==> src/rtl/uart_reg_arbiter_pkg.sv <==
// ---------------------------------------------------------------------------
// uart_reg_arbiter_pkg
// Shared definitions for the two-requester register-bus arbiter:
//   - FSM state encoding (IDLE / ACCESS / DONE)
//   - requester index constants
//   - register-map offsets of the attached UART register file
//   - helper for the consecutive-lock counter
// ---------------------------------------------------------------------------
package uart_reg_arbiter_pkg;

  typedef enum logic [1:0] {
    IDLE   = 2'd0,
    ACCESS = 2'd1,
    DONE   = 2'd2
  } arb_state_e;

  localparam logic REQ_IDX0 = 1'b0;
  localparam logic REQ_IDX1 = 1'b1;

  localparam logic [3:0] CNTRL0   = 4'd0;
  localparam logic [3:0] CNTRL1   = 4'd4;
  localparam logic [3:0] DATA_REG = 4'd8;

  // A locked grant to the same owner extends the run; any other locked grant
  // starts a fresh run of one.
  function automatic logic [3:0] lock_count_next(input logic       same_owner,
                                                 input logic [3:0] cnt);
    logic [3:0] nxt;
    if (same_owner) begin
      nxt = cnt + 4'd1;
    end else begin
      nxt = 4'd1;
    end
    return nxt;
  endfunction

endpackage

==> src/rtl/uart_reg_arbiter_select.sv <==
// ---------------------------------------------------------------------------
// uart_arb_select
// Combinational winner selection for the register-bus arbiter.
// Ports:
//   req0, req1   in  : pending requests
//   last_gnt     in  : requester granted most recently (round-robin pointer)
//   lock_active  in  : previous grant asked to keep the bus
//   lock_owner   in  : requester that holds the lock
//   gnt_valid    out : at least one request is present
//   gnt_idx      out : index of the winning requester
// Parameter PRIO_MODE: 0 = round-robin, 1 = fixed priority (requester 0 wins).
// ---------------------------------------------------------------------------
module uart_arb_select
  import uart_reg_arbiter_pkg::*;
#(
  parameter int PRIO_MODE = 0
) (
  input  logic req0,
  input  logic req1,
  input  logic last_gnt,
  input  logic lock_active,
  input  logic lock_owner,
  output logic gnt_valid,
  output logic gnt_idx
);

  logic owner_req;

  // Lock owner first (only if it is asking), then the configured policy.
  always_comb begin
    owner_req = lock_owner ? req1 : req0;
    gnt_valid = req0 | req1;
    gnt_idx   = REQ_IDX0;
    if (lock_active && owner_req) begin
      gnt_idx = lock_owner;
    end else if (req0 && req1) begin
      if (PRIO_MODE != 0) begin
        gnt_idx = REQ_IDX0;
      end else begin
        gnt_idx = ~last_gnt;
      end
    end else if (req1) begin
      gnt_idx = REQ_IDX1;
    end else begin
      gnt_idx = REQ_IDX0;
    end
  end

endmodule

==> src/rtl/uart_reg_arbiter.sv <==
// ---------------------------------------------------------------------------
// uart_reg_arbiter
// Arbitrates two requesters onto a single register-file bus. Each transaction
// takes three cycles: IDLE (arbitrate + capture fields), ACCESS (one cs
// strobe, read data captured), DONE (one-cycle ack to the winner).
// Ports:
//   clk, reset_n                  : clock, synchronous active-low reset
//   reqN/req_wenN/req_lockN       : request, write enable, keep-grant flag
//   req_addrN/req_wdataN          : request address / write data
//   ackN, rsp_rdataN              : completion pulse and read data
//   cs, wen, addr, wdata          : register-file bus (registered)
//   rdata                         : register-file read data (same cycle as cs)
//   busy                          : high whenever the FSM is not in IDLE
// Parameters: PRIO_MODE (0 round-robin, 1 fixed), MAX_LOCK (1..15).
// ---------------------------------------------------------------------------
module uart_reg_arbiter
  import uart_reg_arbiter_pkg::*;
#(
  parameter int PRIO_MODE = 0,
  parameter int MAX_LOCK  = 4
) (
  input  logic        clk,
  input  logic        reset_n,
  input  logic        req0,
  input  logic        req1,
  input  logic        req_wen0,
  input  logic        req_wen1,
  input  logic        req_lock0,
  input  logic        req_lock1,
  input  logic [31:0] req_addr0,
  input  logic [31:0] req_addr1,
  input  logic [31:0] req_wdata0,
  input  logic [31:0] req_wdata1,
  output logic        ack0,
  output logic        ack1,
  output logic [31:0] rsp_rdata0,
  output logic [31:0] rsp_rdata1,
  output logic        cs,
  output logic        wen,
  output logic [31:0] addr,
  output logic [31:0] wdata,
  input  logic [31:0] rdata,
  output logic        busy
);

  localparam logic [3:0] MAX_LOCK_C = 4'(MAX_LOCK);

  arb_state_e  state_q, state_d;
  logic        gnt_q, gnt_d;
  logic        last_q, last_d;
  logic        lock_q, lock_d;
  logic [3:0]  lock_cnt_q, lock_cnt_d;
  logic        cs_q, cs_d;
  logic        wen_q, wen_d;
  logic [31:0] addr_q, addr_d;
  logic [31:0] wdata_q, wdata_d;
  logic        ack0_q, ack0_d;
  logic        ack1_q, ack1_d;
  logic [31:0] rsp0_q, rsp0_d;
  logic [31:0] rsp1_q, rsp1_d;
  logic        busy_q, busy_d;

  logic        sel_valid;
  logic        sel_idx;
  logic        win_lock;
  logic [3:0]  cnt_next;
  logic [31:0] rdata_cap;

  uart_arb_select #(
    .PRIO_MODE (PRIO_MODE)
  ) u_select (
    .req0        (req0),
    .req1        (req1),
    .last_gnt    (last_q),
    .lock_active (lock_q),
    .lock_owner  (gnt_q),
    .gnt_valid   (sel_valid),
    .gnt_idx     (sel_idx)
  );

  // Next-state, datapath and lock bookkeeping.
  always_comb begin
    state_d    = state_q;
    gnt_d      = gnt_q;
    last_d     = last_q;
    lock_d     = lock_q;
    lock_cnt_d = lock_cnt_q;
    cs_d       = 1'b0;
    wen_d      = 1'b0;
    addr_d     = addr_q;
    wdata_d    = wdata_q;
    ack0_d     = 1'b0;
    ack1_d     = 1'b0;
    rsp0_d     = rsp0_q;
    rsp1_d     = rsp1_q;
    win_lock   = sel_idx ? req_lock1 : req_lock0;
    cnt_next   = lock_count_next(lock_q && (gnt_q == sel_idx), lock_cnt_q);
    rdata_cap  = wen_q ? 32'd0 : rdata;

    case (state_q)
      IDLE: begin
        if (sel_valid) begin
          state_d = ACCESS;
          gnt_d   = sel_idx;
          cs_d    = 1'b1;
          wen_d   = sel_idx ? req_wen1   : req_wen0;
          addr_d  = sel_idx ? req_addr1  : req_addr0;
          wdata_d = sel_idx ? req_wdata1 : req_wdata0;
          if (win_lock) begin
            // Reaching the limit ends the run so the other side gets a turn.
            if (cnt_next >= MAX_LOCK_C) begin
              lock_d     = 1'b0;
              lock_cnt_d = 4'd0;
            end else begin
              lock_d     = 1'b1;
              lock_cnt_d = cnt_next;
            end
          end else begin
            lock_d     = 1'b0;
            lock_cnt_d = 4'd0;
          end
        end else begin
          // Lock owner went quiet: drop the lock.
          state_d    = IDLE;
          lock_d     = 1'b0;
          lock_cnt_d = 4'd0;
        end
      end
      ACCESS: begin
        state_d = DONE;
        if (gnt_q) begin
          ack1_d = 1'b1;
          rsp1_d = rdata_cap;
        end else begin
          ack0_d = 1'b1;
          rsp0_d = rdata_cap;
        end
      end
      DONE: begin
        state_d = IDLE;
        last_d  = gnt_q;
      end
      default: begin
        state_d = IDLE;
      end
    endcase

    busy_d = (state_d != IDLE);
  end

  // State and output registers with synchronous active-low reset.
  always_ff @(posedge clk) begin
    if (!reset_n) begin
      state_q    <= IDLE;
      gnt_q      <= REQ_IDX0;
      last_q     <= REQ_IDX1;
      lock_q     <= 1'b0;
      lock_cnt_q <= 4'd0;
      cs_q       <= 1'b0;
      wen_q      <= 1'b0;
      addr_q     <= 32'd0;
      wdata_q    <= 32'd0;
      ack0_q     <= 1'b0;
      ack1_q     <= 1'b0;
      rsp0_q     <= 32'd0;
      rsp1_q     <= 32'd0;
      busy_q     <= 1'b0;
    end else begin
      state_q    <= state_d;
      gnt_q      <= gnt_d;
      last_q     <= last_d;
      lock_q     <= lock_d;
      lock_cnt_q <= lock_cnt_d;
      cs_q       <= cs_d;
      wen_q      <= wen_d;
      addr_q     <= addr_d;
      wdata_q    <= wdata_d;
      ack0_q     <= ack0_d;
      ack1_q     <= ack1_d;
      rsp0_q     <= rsp0_d;
      rsp1_q     <= rsp1_d;
      busy_q     <= busy_d;
    end
  end

  assign ack0       = ack0_q;
  assign ack1       = ack1_q;
  assign rsp_rdata0 = rsp0_q;
  assign rsp_rdata1 = rsp1_q;
  assign cs         = cs_q;
  assign wen        = wen_q;
  assign addr       = addr_q;
  assign wdata      = wdata_q;
  assign busy       = busy_q;

endmodule
==> config.mk <==
export PLATFORM = sky130hd
export DESIGN_NAME = uart_reg_arbiter
export DESIGN_NICKNAME = d
export VERILOG_FILES = /design/src/rtl/uart_reg_arbiter_pkg.sv /design/src/rtl/uart_reg_arbiter_select.sv /design/src/rtl/uart_reg_arbiter.sv
export SDC_FILE = /design/constraint.sdc
export NUM_CORES = 1
export LEC_CHECK = 0
export CORE_ASPECT_RATIO = 0.5
export CORE_MARGIN = 2
export CORE_UTILIZATION = 54
export DETAILED_ROUTE_END_ITERATION = 7
export DONT_BUFFER_PORTS = 1
export GPL_ROUTABILITY_DRIVEN = 1
export GPL_TIMING_DRIVEN = 0
export PLACE_DENSITY = 0.69
export SLEW_MARGIN = 20
export SYNTH_ARGS = -nofsm -noshare
export SYNTH_HDL_FRONTEND = slang
export SYNTH_SLANG_ARGS = --single-unit
==> constraint.sdc <==
create_clock -name clk -period 2.4 [get_ports clk]
set_clock_uncertainty 0.15 [all_clocks]
set_input_delay 0.72 -clock clk [delete_from_list [all_inputs] [get_ports clk]]
set_output_delay 0.72 -clock clk [all_outputs]
set_load 0.05 [all_outputs]
# Word level (Yosys, flattened, before mapping)
# Index checks and enable logic that the tools add are counted.
# word_totals
ff_bits	142
# classes
add_sub_neg	1
order_cmp	1
n_eq_ne	3
n_mux	21
bitwise	3
n_reduce_logical	11
# op_table
cell	n
$mux W32	3
$mux W4	4
$mux W1	13
$reduce_and A2 Y1	5
$add A4 B1 Y4 const B	1
$ge A4 B3 Y1 const B	1
$pmux W2 S2	1
$logic_and A1 B1 Y1	3
$reduce_and A3 Y1	1
$eq A2 B1 Y1 const B	1
$eq A2 B2 Y1 const B	1
$logic_not A2 Y1	1
$not A1 Y1	2
$reduce_bool A2 Y1	1
$eq A1 B1 Y1	1
$or A1 B1 Y1	1

# Longest topological paths before layout
# Gate-level depths: netlist (run 1).
# depth
word_depth	10
mapped_depth	8

# Hierarchy
# From an unflattened synthesis (run 1), not the netlist that was laid out.
# hier_totals
hier_cells	663
hier_area_um2	6189.7
# by_module_without_submodules
module	n_inst	cells_each	area_per_inst_um2	seq_area_each_um2
uart_reg_arbiter	1	659	6162.2	2842.7
uart_arb_select	1	4	27.5	0.0

# Worst setup path before layout (run 1)
# OpenSTA, ideal clock, no wires.
# synth_path
path_kind	input to register
start	input req0
end	register lock_cnt_q[1]
t_arrival_ns	1.687
required_time_ns	2.191
slack_ns	0.504
stages	5
path_cell_list	or3b_1 and3_4 o221ai_2 and4b_1 a32o_2
# synth_between
elab_chain_len	10
elab_cells_between_ends	14
# synth_lines
item	line_no	rtl
from (decl)	uart_reg_arbiter.sv:24	input logic req0,
$logic_and A1 B1 Y1 / $mux W1 (equally long branches)	uart_reg_arbiter_select.sv:36, uart_reg_arbiter_select.sv:31	
$mux W1 / $logic_and A1 B1 Y1 (equally long branches)	uart_reg_arbiter_select.sv:36, uart_reg_arbiter_select.sv:34	
$mux W1	uart_reg_arbiter_select.sv:34	if (lock_active && owner_req) begin
$eq A1 B1 Y1	uart_reg_arbiter.sv:97	cnt_next = lock_count_next(lock_q && (gnt_q == sel_idx), lock_cnt_q);
$logic_and A1 B1 Y1	uart_reg_arbiter.sv:97	
$mux W4	uart_reg_arbiter_pkg.sv:29	if (same_owner) begin
$ge A4 B3 Y1	uart_reg_arbiter.sv:111	if (cnt_next >= MAX_LOCK_C) begin
$mux W4	uart_reg_arbiter.sv:111	
$mux W4	uart_reg_arbiter.sv:109	if (win_lock) begin
$mux W4 *	uart_reg_arbiter.sv:102	if (sel_valid) begin
to (signal assigned)	uart_reg_arbiter.sv:173	lock_cnt_q <= lock_cnt_d;
to (decl)	uart_reg_arbiter.sv:52	logic [3:0] lock_cnt_q, lock_cnt_d;
# Mark *: on every way between the ends. The rest lies on a longest branch, timed or not.
# A chain may end at the register's enable or synchronous reset.

# Worst setup path in the final report (run 1)
# layout_path
start	register wen_q (netlist: wen)
end	output wen
# layout_rtl
item	line_no	rtl
from (decl)	uart_reg_arbiter.sv:54	logic wen_q, wen_d;
from (signal assigned)	uart_reg_arbiter.sv:175	wen_q <= wen_d;
to (decl)	uart_reg_arbiter.sv:39	output logic wen,
# No word-level cell between the ends.

==> out/results.txt, run 1 <==
Core Region: 0.01031 mm^2
Startpoint Class: flip-flop
Post-placement setup slack: 0.2962 ns
IO Pins: 301
FMAX: 485.6 MHz
Multi-input logic area: 0.002684 mm^2
Clock Pin Slew Worst Setup and Hold Paths: 0.06 ns
Num rows: 26
Final #Nets: 920
Clk_lat worst skew: 0.40 ns
Mapped cell area: 0.005801 mm^2
WL met2: 7836 um
Worst min-delay path class: primary input to flip-flop
Post-synthesis mux area share: 0.001726
Vias: 5046
Synth Flop Type: dfxtp_1
Design Power: 6.534 mW
Fin Setup TNS: 0 ns
YS warnings: 0
Setup CP Type: flip-flop to output pin
PortBufs: 0
Global-route wire length before repair: 25070 um
DIE AREA: 0.01164 mm^2
GRT Overall Usage: 0.2721
RePlAce Congestion: 0.8614
Post-synth EDFFs: 0
Initial Utilization: 0.5625
Normalized max-slew margin: 0.5167
CTS tree: done
Static leakage: 2.470 nW
Max-slew violation count: 0
Sequential share of the synthesized area: 0.4901
Layout fillers: 964
Routed met3 length: 1476 um
Largest net degree at the start of global routing: 17
First drt pass iteration count: 5
Arr. time, crit path: 1.19 ns
FF+latch count, synth: 142
# placed instances: 872
Synth Area in Compound Gates: 0.2215
Final period utilization: 0.8580
Async SR Flop Fraction: 0
Peak supply drop: 0.4883 mV
CP required: 1.53 ns
DRC violations left: 0
Final worst slack: 0.3408 ns
Setup repair after global routing missed its margin: no
Combinational family with the most area after synthesis: simple AND/OR/NAND/NOR gates
DP HPWL: 11680 um
Wirelength per Cell: 17.80 um
Crit path max fanout: 6
Xor-xnor portion of the synthesized cell area: 0
H-tree depth: 4
Hold-fix buffers, CTS: 0
Pwr Density: 993.0 mW/mm^2
Mapped Cells: 732
Avg Vias per Cell: 5.576
Post-Synth Adder-Cell Area: 0.002157
Vert. Die Dim: 77.29 um
Synth-to-Final Area Change: 13.44%
Number of global-route vias before repair: 4964
Sink Count: 142
CTS root buffer: clkbuf_16
Worst Setup End Kind: output pin
Mapped Nets: 901
Initial antenna violation count: 1
Top Layer Used: met4
Iteration-0 DRC Markers: 242
Die width: 150.6 um
Mean Syn Cell Area: 7.924 um^2
Commonest non-fill, non-tap cell in the layout: nand2_1
Status: finished, final reports clean
Antenna viol nets, final: 0
Global route overflow: 0
WL final: 16110 um
Final count of hold timing violations: 0
Post-cts sizing count: 0
Finished Layout Cells: 905
Postcts setup bufs: 0
Post-synthesis simple-gate area fraction: 0.2373
Most frequent cells in the layout: 265 x nand2_1, 142 x dfxtp_1, 66 x a21boi_0, 64 x o21ai_0, 64 x a31oi_1
Layout cells sized above 1: 0.07461
WL met1: 6485 um
CTS Buf Count: 17
Least-Margin Pin Slew: 0.7240 ns
CTS max path bufs: 2
Final-report setup violation count: 0
Final hold slack: 0.3125 ns
Tmin final: 2.059 ns
Register Area: 0.002843 mm^2
Yosys cell types: 30
Max Cap Viol: 0
[registers in the layout, summed over array words and instances (netlist names), 2 cells and up]
name,cells
rsp_rdata0,32
lock_cnt_q,4
state_q,2
rsp_rdata1,32
addr,32
wdata,32
[worst paths after layout]
path | startpoint | endpoint | slack, ns | cells after the start
max | wen$_SDFF_PN0_ | wen | 0.34 | 0
min | req_addr1[17] | addr[17]$_SDFFE_PN0P_ | 0.31 | 2
max reg2reg | state_q[1]$_SDFF_PN0_ | addr[28]$_SDFFE_PN0P_ | 0.43 | 6
min reg2reg | last_q$_SDFFE_PN1N_ | last_q$_SDFFE_PN1N_ | 0.34 | 2
[synth_stat cells (2+ instances only)]
cell type,count,share of area
a31oi_1,64,0.069
nand2_1,265,0.17
buf_4,5,0.0065
and2_1,10,0.011
buf_2,15,0.013
nand2b_1,4,0.0043
o21ai_0,64,0.055
dfxtp_1,142,0.49
nor2_1,2,0.0013
nor2b_1,37,0.040
clkbuf_1,40,0.026
a21boi_0,66,0.085
[cells by family (layout without fill, tap and decap cells)]
logic type,after synthesis,in the layout
mux,1,1
simple gates,325,325
fa+ha+maj,1,1
flops,142,142
compound gates,202,202
buf+inv,61,93
other cells,0,1
[power breakdown]
| group | switching, mW | total [mW] | internal [mW] |
|---|---|---|---|
| logic | 0.388 | 0.608 | 0.220 |
| clock network | 1.02 | 2.64 | 1.62 |
| registers | 0.742 | 3.29 | 2.54 |
| total | 2.15 | 6.53 | 4.38 |
[cell type report]
class	instances	share of cell area
Sequential cell	142	0.4320
Multi-Input combinational cell	529	0.4079
Clock buffer	20	0.07093
Buffer	61	0.04164
Tap cell	140	0.02662
Clock inverter	12	0.02054
Antenna cell	1	0.0003803
[metal layers]
layer	vias up	global-route usage
li1	2485	-
met1	2340	0.3222
met5	-	0
met4	0	0.08224
met3	28	0.09940
met2	193	0.4623
[per-stage QoR]
stage	cell area (um^2)	utilization
after floorplan	5801	-
after global placement	5976	0.5795
after detailed placement	5976	0.5795
after CTS	6578	0.6378
after global routing	6580	0.6381
final	6580	0.6381
Note: power is estimated with default switching activity, not from simulation.
==> inputs of run 2 (changes only) <==
--- a/config.mk
+++ b/config.mk
@@ -5,6 +5,7 @@
 export SDC_FILE = /design/constraint.sdc
 export NUM_CORES = 1
 export LEC_CHECK = 0
+export ABC_AREA = 1
 export CORE_ASPECT_RATIO = 0.5
 export CORE_MARGIN = 2
 export CORE_UTILIZATION = 54
@@ -12,7 +13,7 @@
 export DONT_BUFFER_PORTS = 1
 export GPL_ROUTABILITY_DRIVEN = 1
 export GPL_TIMING_DRIVEN = 0
-export PLACE_DENSITY = 0.69
+export PLACE_DENSITY = 0.8
 export SLEW_MARGIN = 20
 export SYNTH_ARGS = -nofsm -noshare
 export SYNTH_HDL_FRONTEND = slang
==> run 2 against run 1 <==
Against the previous run: combinational power is 16% higher; maximum frequency up 0.99%; die area grew 5.0%; sequential power grew 3%; cell area rose by 4.9%; non-clock buffer count decreased by 2; worst setup slack improved by 0.020 ns; first-iteration DRC count grew 72%; synthesized cell count rose by 15%; critical endpoint unchanged; largest power group unchanged; highest routed layer unchanged.
==> out/results.txt, run 2 <==
IO Pins: 301 (unchanged)
Post-cts sizing count: 0 (unchanged)
Least-Margin Pin Slew: 0.6969 ns (-0.02713 ns)
Max-slew violation count: 0 (unchanged)
Pwr Density: 993.8 mW/mm^2 (about the same)
Sequential share of the synthesized area: 0.4657 (-0.02441)
Final-report setup violation count: 0 (unchanged)
DIE AREA: 0.01222 mm^2 (+5.0%)
Sink Count: 142 (unchanged)
Synth-to-Final Area Change: 13.10%
Async SR Flop Fraction: 0 (unchanged)
First drt pass iteration count: 5 (unchanged)
Clock Pin Slew Worst Setup and Hold Paths: 0.06 ns (about the same)
Setup CP Type: flip-flop to output pin
YS warnings: 0 (unchanged)
H-tree depth: 4 (unchanged)
Static leakage: 3.237 nW (+31%)
Top-count cell post-synth: inv_1
Layout cells sized above 1: 0.08009 (+0.005484)
P_sw: 2.293 mW (+6.7%)
Postcts setup bufs: 0 (unchanged)
Mapped Nets: 1012 (+12%)
DP HPWL: 11890 um (+1.8%)
Antenna viol nets, final: 0 (unchanged)
Setup repair after global routing missed its margin: no
Final count of hold timing violations: 0 (unchanged)
Clock share of power: 0.402 (-0.002)
CP required: 1.53 ns (about the same)
Peak supply drop: 0.4938 mV (+1.1%)
GRT Overall Usage: 0.2613 (-0.01081)
Largest net degree at the start of global routing: 17 (unchanged)
Fin Setup TNS: 0 ns (unchanged)
CTS root buffer: clkbuf_16
CTS max path bufs: 2 (unchanged)
Worst R2R Start: wen$_SDFF_PN0_
Core Region: 0.01101 mm^2 (+6.8%)
Initial Utilization: 0.5543 (-0.008179)
CTS tree: done
Global-route wire length before repair: 25360 um (+1.2%)
Crit path max fanout: 6 (unchanged)
Synth top area share: 0.4657 (-0.02441)
Switching fraction of total power: 0.3342 (+0.005238)
Flop pwr share: 0.495 (-0.008)
Synth area leader: dfxtp_1
Mapped Cells: 843 (+15%)
Num rows: 27 (+3.8%)
Die width: 154.4 um (+2.5%)
Commonest non-fill, non-tap cell in the layout: inv_1
Vert. Die Dim: 79.19 um (+2.5%)
Final #Nets: 1031 (+12%)
Number of global-route vias before repair: 5130 (+3.3%)
Mean Syn Cell Area: 7.242 um^2 (-8.6%)
CTS Buf Count: 17 (unchanged)
FF+latch count, synth: 142 (unchanged)
Max Cap Viol: 0 (unchanged)
Wirelength per Cell: 15.96 um (-10%)
Iteration-0 DRC Markers: 417 (+72%)
Most instantiated cells after synthesis: 167 x inv_1, 147 x nand2_1, 142 x dfxtp_1
Synth Flop Type: dfxtp_1
Normalized max-slew margin: 0.5348 (+0.01811)
Tmin final: 2.039 ns (-0.02026 ns)
Global route overflow: 0 (unchanged)
Post-route cell area: 0.006904 mm^2 (+4.9%)
Most frequent cells in the layout: 167 x inv_1, 147 x nand2_1, 142 x dfxtp_1, 72 x nand3_1, 71 x a21oi_1
Antenna diode count: 0 (-1)
PortBufs: 0 (unchanged)
Worst Setup End Kind: output pin
WL final: 16260 um (+0.97%)
Startpoint Class: flip-flop
Arr. time, crit path: 1.17 ns (-0.02 ns)
Crit path from: wen$_SDFF_PN0_
Placed inst area: 0.006286 mm^2 (+5.2%)
Synth area leaders: dfxtp_1 47%, inv_1 10%, nand2_1 9.0%
Status: finished, final reports clean
Mapped cell area: 0.006105 mm^2 (+5.2%)
Avg Vias per Cell: 5.409 (-3.0%)
Post-synth EDFFs: 0 (unchanged)
Origin of the worst min-delay path: lock_cnt_q[3]$_SDFFE_PN0P_
RePlAce Congestion: 0.8383 (-2.7%)
Yosys cell types: 23 (-23%)
Initial antenna violation count: 0 (-1)
Hold-fix buffers, CTS: 0 (unchanged)
Final period utilization: 0.8496 (-0.008443)
Clk_lat worst skew: 0.40 ns (about the same)
Int Power: 4.568 mW (+4.2%)
Worst min-delay path class: flip-flop to flip-flop
Vias: 5512 (+9.2%)
Combinational power share: 0.103 (+0.010)
DRC violations left: 0 (unchanged)
FMAX: 490.5 MHz (+0.99%)
[run 2: cell types whose count changed after synthesis, moves of 5 or more]
cell      before  now
nor2_1         2   43
nor2b_1       37    0
nand2_1      265  147
a21oi_1        1   71
and2_1        10    0
a31oi_1       64    0
a21boi_0      66    0
clkbuf_1      40   23
buf_6          1    6
inv_1          0  167
buf_2         15   23
nand3_1        1   72
o211ai_1       0   64
[run 2: cells by family after synthesis]
family	count (synthesis)	synth area share
buffers and inverters	229	0.1560
AO/OA/AOI/OAI	202	0.1918
adder cells (fa/ha/maj)	1	0.002049
XOR/XNOR	2	0.002870
AND/OR/NAND/NOR	267	0.1816
flip-flops	142	0.4657
[run 2: power by group through the flow]
stage	Sequential [mW]	Combinational (mW)	Clock (mW)
3_5_place_dp	3.45	0.703	0
2_1_floorplan	3.39	0.555	0
5_1_grt	3.41	0.817	2.90
4_1_cts	3.40	0.709	2.80
3_3_place_gp	3.44	0.675	0
6_report	3.40	0.707	2.76
[run 2: final cells by class]
class	count	area (um^2)
inverter	170	638.1
sequential	142	2843
multi-input combinational	472	2310
fill	1012	4109
tap	145	181.4
clock buffer	19	432.9
clock inverter	12	185.2
buffer	59	314.1
[run 2: per-stage QoR]
step	setup slack (ns)	std cells	total power, mW	hold slack, ns	utilization
detailed placement	0.06728	988	4.149	0.2963	0.5708
CTS	0.3307	1019	6.903	0.3074	0.6269
global route	0.2487	1019	7.133	0.3264	0.6269
global placement	0.1349	988	4.116	0.2908	0.5708
finish	0.3611	1019	6.861	0.3055	0.6269
floorplan	0.6909	843	3.944	0.2768	-
[run 2: worst paths after layout]
path                            cells after the start  slack, ns                         end
worst max-delay path                                0       0.36                         wen
worst min register to register                      2       0.31  lock_cnt_q[3]$_SDFFE_PN0P_
worst max register to register                      4       0.51  rsp_rdata0[6]$_SDFFE_PN0P_
worst min-delay path                                2       0.31  lock_cnt_q[3]$_SDFFE_PN0P_
[run 2: layer usage]
layer	GRT usage	vias to the layer above	routed length, um
met3	0.08297	33	1247
met1	0.3012	2526	6558
met4	0.1056	0	373
met2	0.4578	232	8084
li1	-	2721	-
met5	0	-	0
==> inputs of run 3 (changes only) <==
--- a/config.mk
+++ b/config.mk
@@ -13,7 +13,7 @@
 export DONT_BUFFER_PORTS = 1
 export GPL_ROUTABILITY_DRIVEN = 1
 export GPL_TIMING_DRIVEN = 0
-export PLACE_DENSITY = 0.8
+export PLACE_DENSITY = 0.83
 export SLEW_MARGIN = 20
 export SYNTH_ARGS = -nofsm -noshare
 export SYNTH_HDL_FRONTEND = slang
==> constraint.sdc (replaced) <==
create_clock -name clk -period 1.7 [get_ports clk]
set_clock_uncertainty 0.15 [all_clocks]
set_input_delay 0.51 -clock clk [delete_from_list [all_inputs] [get_ports clk]]
set_output_delay 0.51 -clock clk [all_outputs]
set_load 0.05 [all_outputs]
==> run 3 against run 2 <==
Against the previous run: sequential power up 43%; clock-buffer cell count is 3 higher; core utilization rose by 2.2 points; first-iteration DRC count is 2.4% lower; worst setup slack got worse by 0.30 ns; non-clock buffer count grew 3; worst hold slack worse by 0.20 ns; wire length down 1.3%; cell area up 3.5%; largest power group unchanged; highest routed layer unchanged.
==> out/results.txt, run 3 (synthesis gave the netlist of run 2 again) <==
Number of global-route vias before repair: 5165 (+0.68%)
GRT met2 Usage: 0.4507 (-0.007175)
Design Power: 9.598 mW (+40%)
Layout cells sized above 1: 0.2517 (+0.1716)
Iteration-0 DRC Markers: 407 (-2.4%)
Largest net degree at the start of global routing: 17 (unchanged)
GRT Overall Usage: 0.2527 (-0.008530)
Final period utilization: 0.9633
Max-slew violation count: 0 (unchanged)
DIE AREA: 0.01222 mm^2 (unchanged)
Final #Nets: 1034 (+0.29%)
CTS tree: done
Antenna viol nets, final: 0 (unchanged)
Num rows: 27 (unchanged)
Peak supply drop: 0.7192 mV (+46%)
Final-report setup violation count: 0 (unchanged)
Vias: 5569 (+1.0%)
Clock Pin Slew Worst Setup and Hold Paths: 0.06 ns (about the same)
Tmin final: 1.638 ns
Clk_lat worst skew: 0.39 ns (about the same)
Global-route wire length before repair: 24870 um (-1.9%)
Fin Setup TNS: 0 ns (unchanged)
Finished Core Util: 0.6487 (+0.02181)
CTS root buffer: clkbuf_16
GR peak layer: met2
Initial Utilization: 0.5543 (unchanged)
CP required: 1.04 ns (-0.49 ns)
Pwr Density: 1343 mW/mm^2 (+35%)
Commonest non-fill, non-tap cell in the layout: inv_1
Startpoint Class: flip-flop
Status: finished, final reports clean
Placed inst area: 0.006286 mm^2 (unchanged)
CTS Buf Count: 17 (unchanged)
Flop pwr share: 0.506 (+0.011)
P_sw: 3.249 mW (+42%)
First drt pass iteration count: 5 (unchanged)
Avg Vias per Cell: 5.444 (+0.64%)
Vert. Die Dim: 79.19 um (unchanged)
Normalized max-slew margin: 0.5734 (+0.03856)
Hold Path Depth: 2 (unchanged)
Post-route cell area: 0.007144 mm^2 (+3.5%)
Die width: 154.4 um (unchanged)
FMAX: 610.7 MHz
Worst min-delay path class: primary input to flip-flop
Sink Count: 142 (unchanged)
Combinational power share: 0.108 (+0.005)
Setup CP Type: flip-flop to output pin
RePlAce Congestion: 0.8339 (-0.52%)
Global route overflow: 0 (unchanged)
Core Region: 0.01101 mm^2 (unchanged)
Setup repair after global routing missed its margin: no
Static leakage: 3.350 nW (+3.5%)
Synth-to-Final Area Change: 17.03%
CTS max path bufs: 2 (unchanged)
Antenna diode count: 0 (unchanged)
Reg2Reg Depth: 7 (+3)
Most frequent cells in the layout: 167 x inv_1, 146 x nand2_1, 136 x dfxtp_2, 72 x nand3_1, 71 x a21oi_1
H-tree depth: 4 (unchanged)
Crit path depth: 0 (unchanged)
Crit path max fanout: 6 (unchanged)
Switching fraction of total power: 0.3385 (+0.004265)
Arr. time, crit path: 0.98 ns (-0.19 ns)
Met1 GRT Util: 0.2881 (-0.01305)
Least-Margin Pin Slew: 0.6400 ns (-0.05689 ns)
Wirelength per Cell: 15.70 um (-1.7%)
Int Power: 6.349 mW (+39%)
Clock share of power: 0.385 (-0.017)
Met3 usage: 0.07314 (-0.009825)
PortBufs: 0 (unchanged)
Max Cap Viol: 0 (unchanged)
Initial antenna violation count: 0 (unchanged)
DRC violations left: 0 (unchanged)
DP HPWL: 11790 um (-0.89%)
WL final: 16060 um (-1.3%)
Worst Setup End Kind: output pin
Final count of hold timing violations: 0 (unchanged)
IO Pins: 301 (unchanged)
## run 3: cell type report
type | count | area, um^2
plain buffers | 59 | 355.3
clock buffers | 22 | 464.2
clock inverters | 10 | 127.6
fillers | 957 | 3869
inverters | 170 | 640.6
multi-input cells | 472 | 2322
flip-flops and latches | 142 | 3013
well taps | 145 | 181.4
repair buffers | 3 | 40.04
## run 3: power groups by stage
stage	Sequential (mW)	Combinational (mW)	Clock, mW
6_report	4.86	1.04	3.70
5_1_grt	4.89	1.18	3.91
4_1_cts	4.86	1.01	3.75
3_5_place_dp	4.86	0.987	0
3_3_place_gp	4.86	0.949	0
2_1_floorplan	4.78	0.784	0
## run 3: path summary, 6_finish.rpt
| path | start | end | slack, ns |
|---|---|---|---|
| worst max-delay path | wen$_SDFF_PN0_ | wen | 0.06 |
| worst min-delay path | req_wen0 | wen$_SDFF_PN0_ | 0.11 |
| worst max register to register | state_q[1]$_SDFF_PN0_ | rsp_rdata0[4]$_SDFFE_PN0P_ | 0.09 |
| worst min register to register | lock_cnt_q[3]$_SDFFE_PN0P_ | lock_cnt_q[3]$_SDFFE_PN0P_ | 0.31 |
## run 3: what timing repair did
item                                    in CTS  in global routing
endpoints found under the setup margin     241                111
gates resized for setup                    141                 45
buffers inserted                             1                  1
hold buffers                                 0                  0
gates cloned                                 0                  1
pin swaps                                    1                  3
## run 3: layer usage
layer,vias up,wire length [um],share of wire
li1,2722,-,-
met1,2593,6727,0.42
met2,213,7777,0.48
met3,41,1110,0.069
met4,0,441,0.027
met5,-,0,0
## run 3: metrics by stage
stage / cells / setup WS (ns) / hold slack [ns]
floorplan: 843 / 0.1486 / 0.2768
global placement: 988 / -0.3769 / 0.2905
detailed placement: 988 / -0.3695 / 0.3033
CTS: 1021 / 0.0006739 / 0.1013
global route: 1023 / 0.004805 / 0.1050
finish: 1023 / 0.06241 / 0.1097
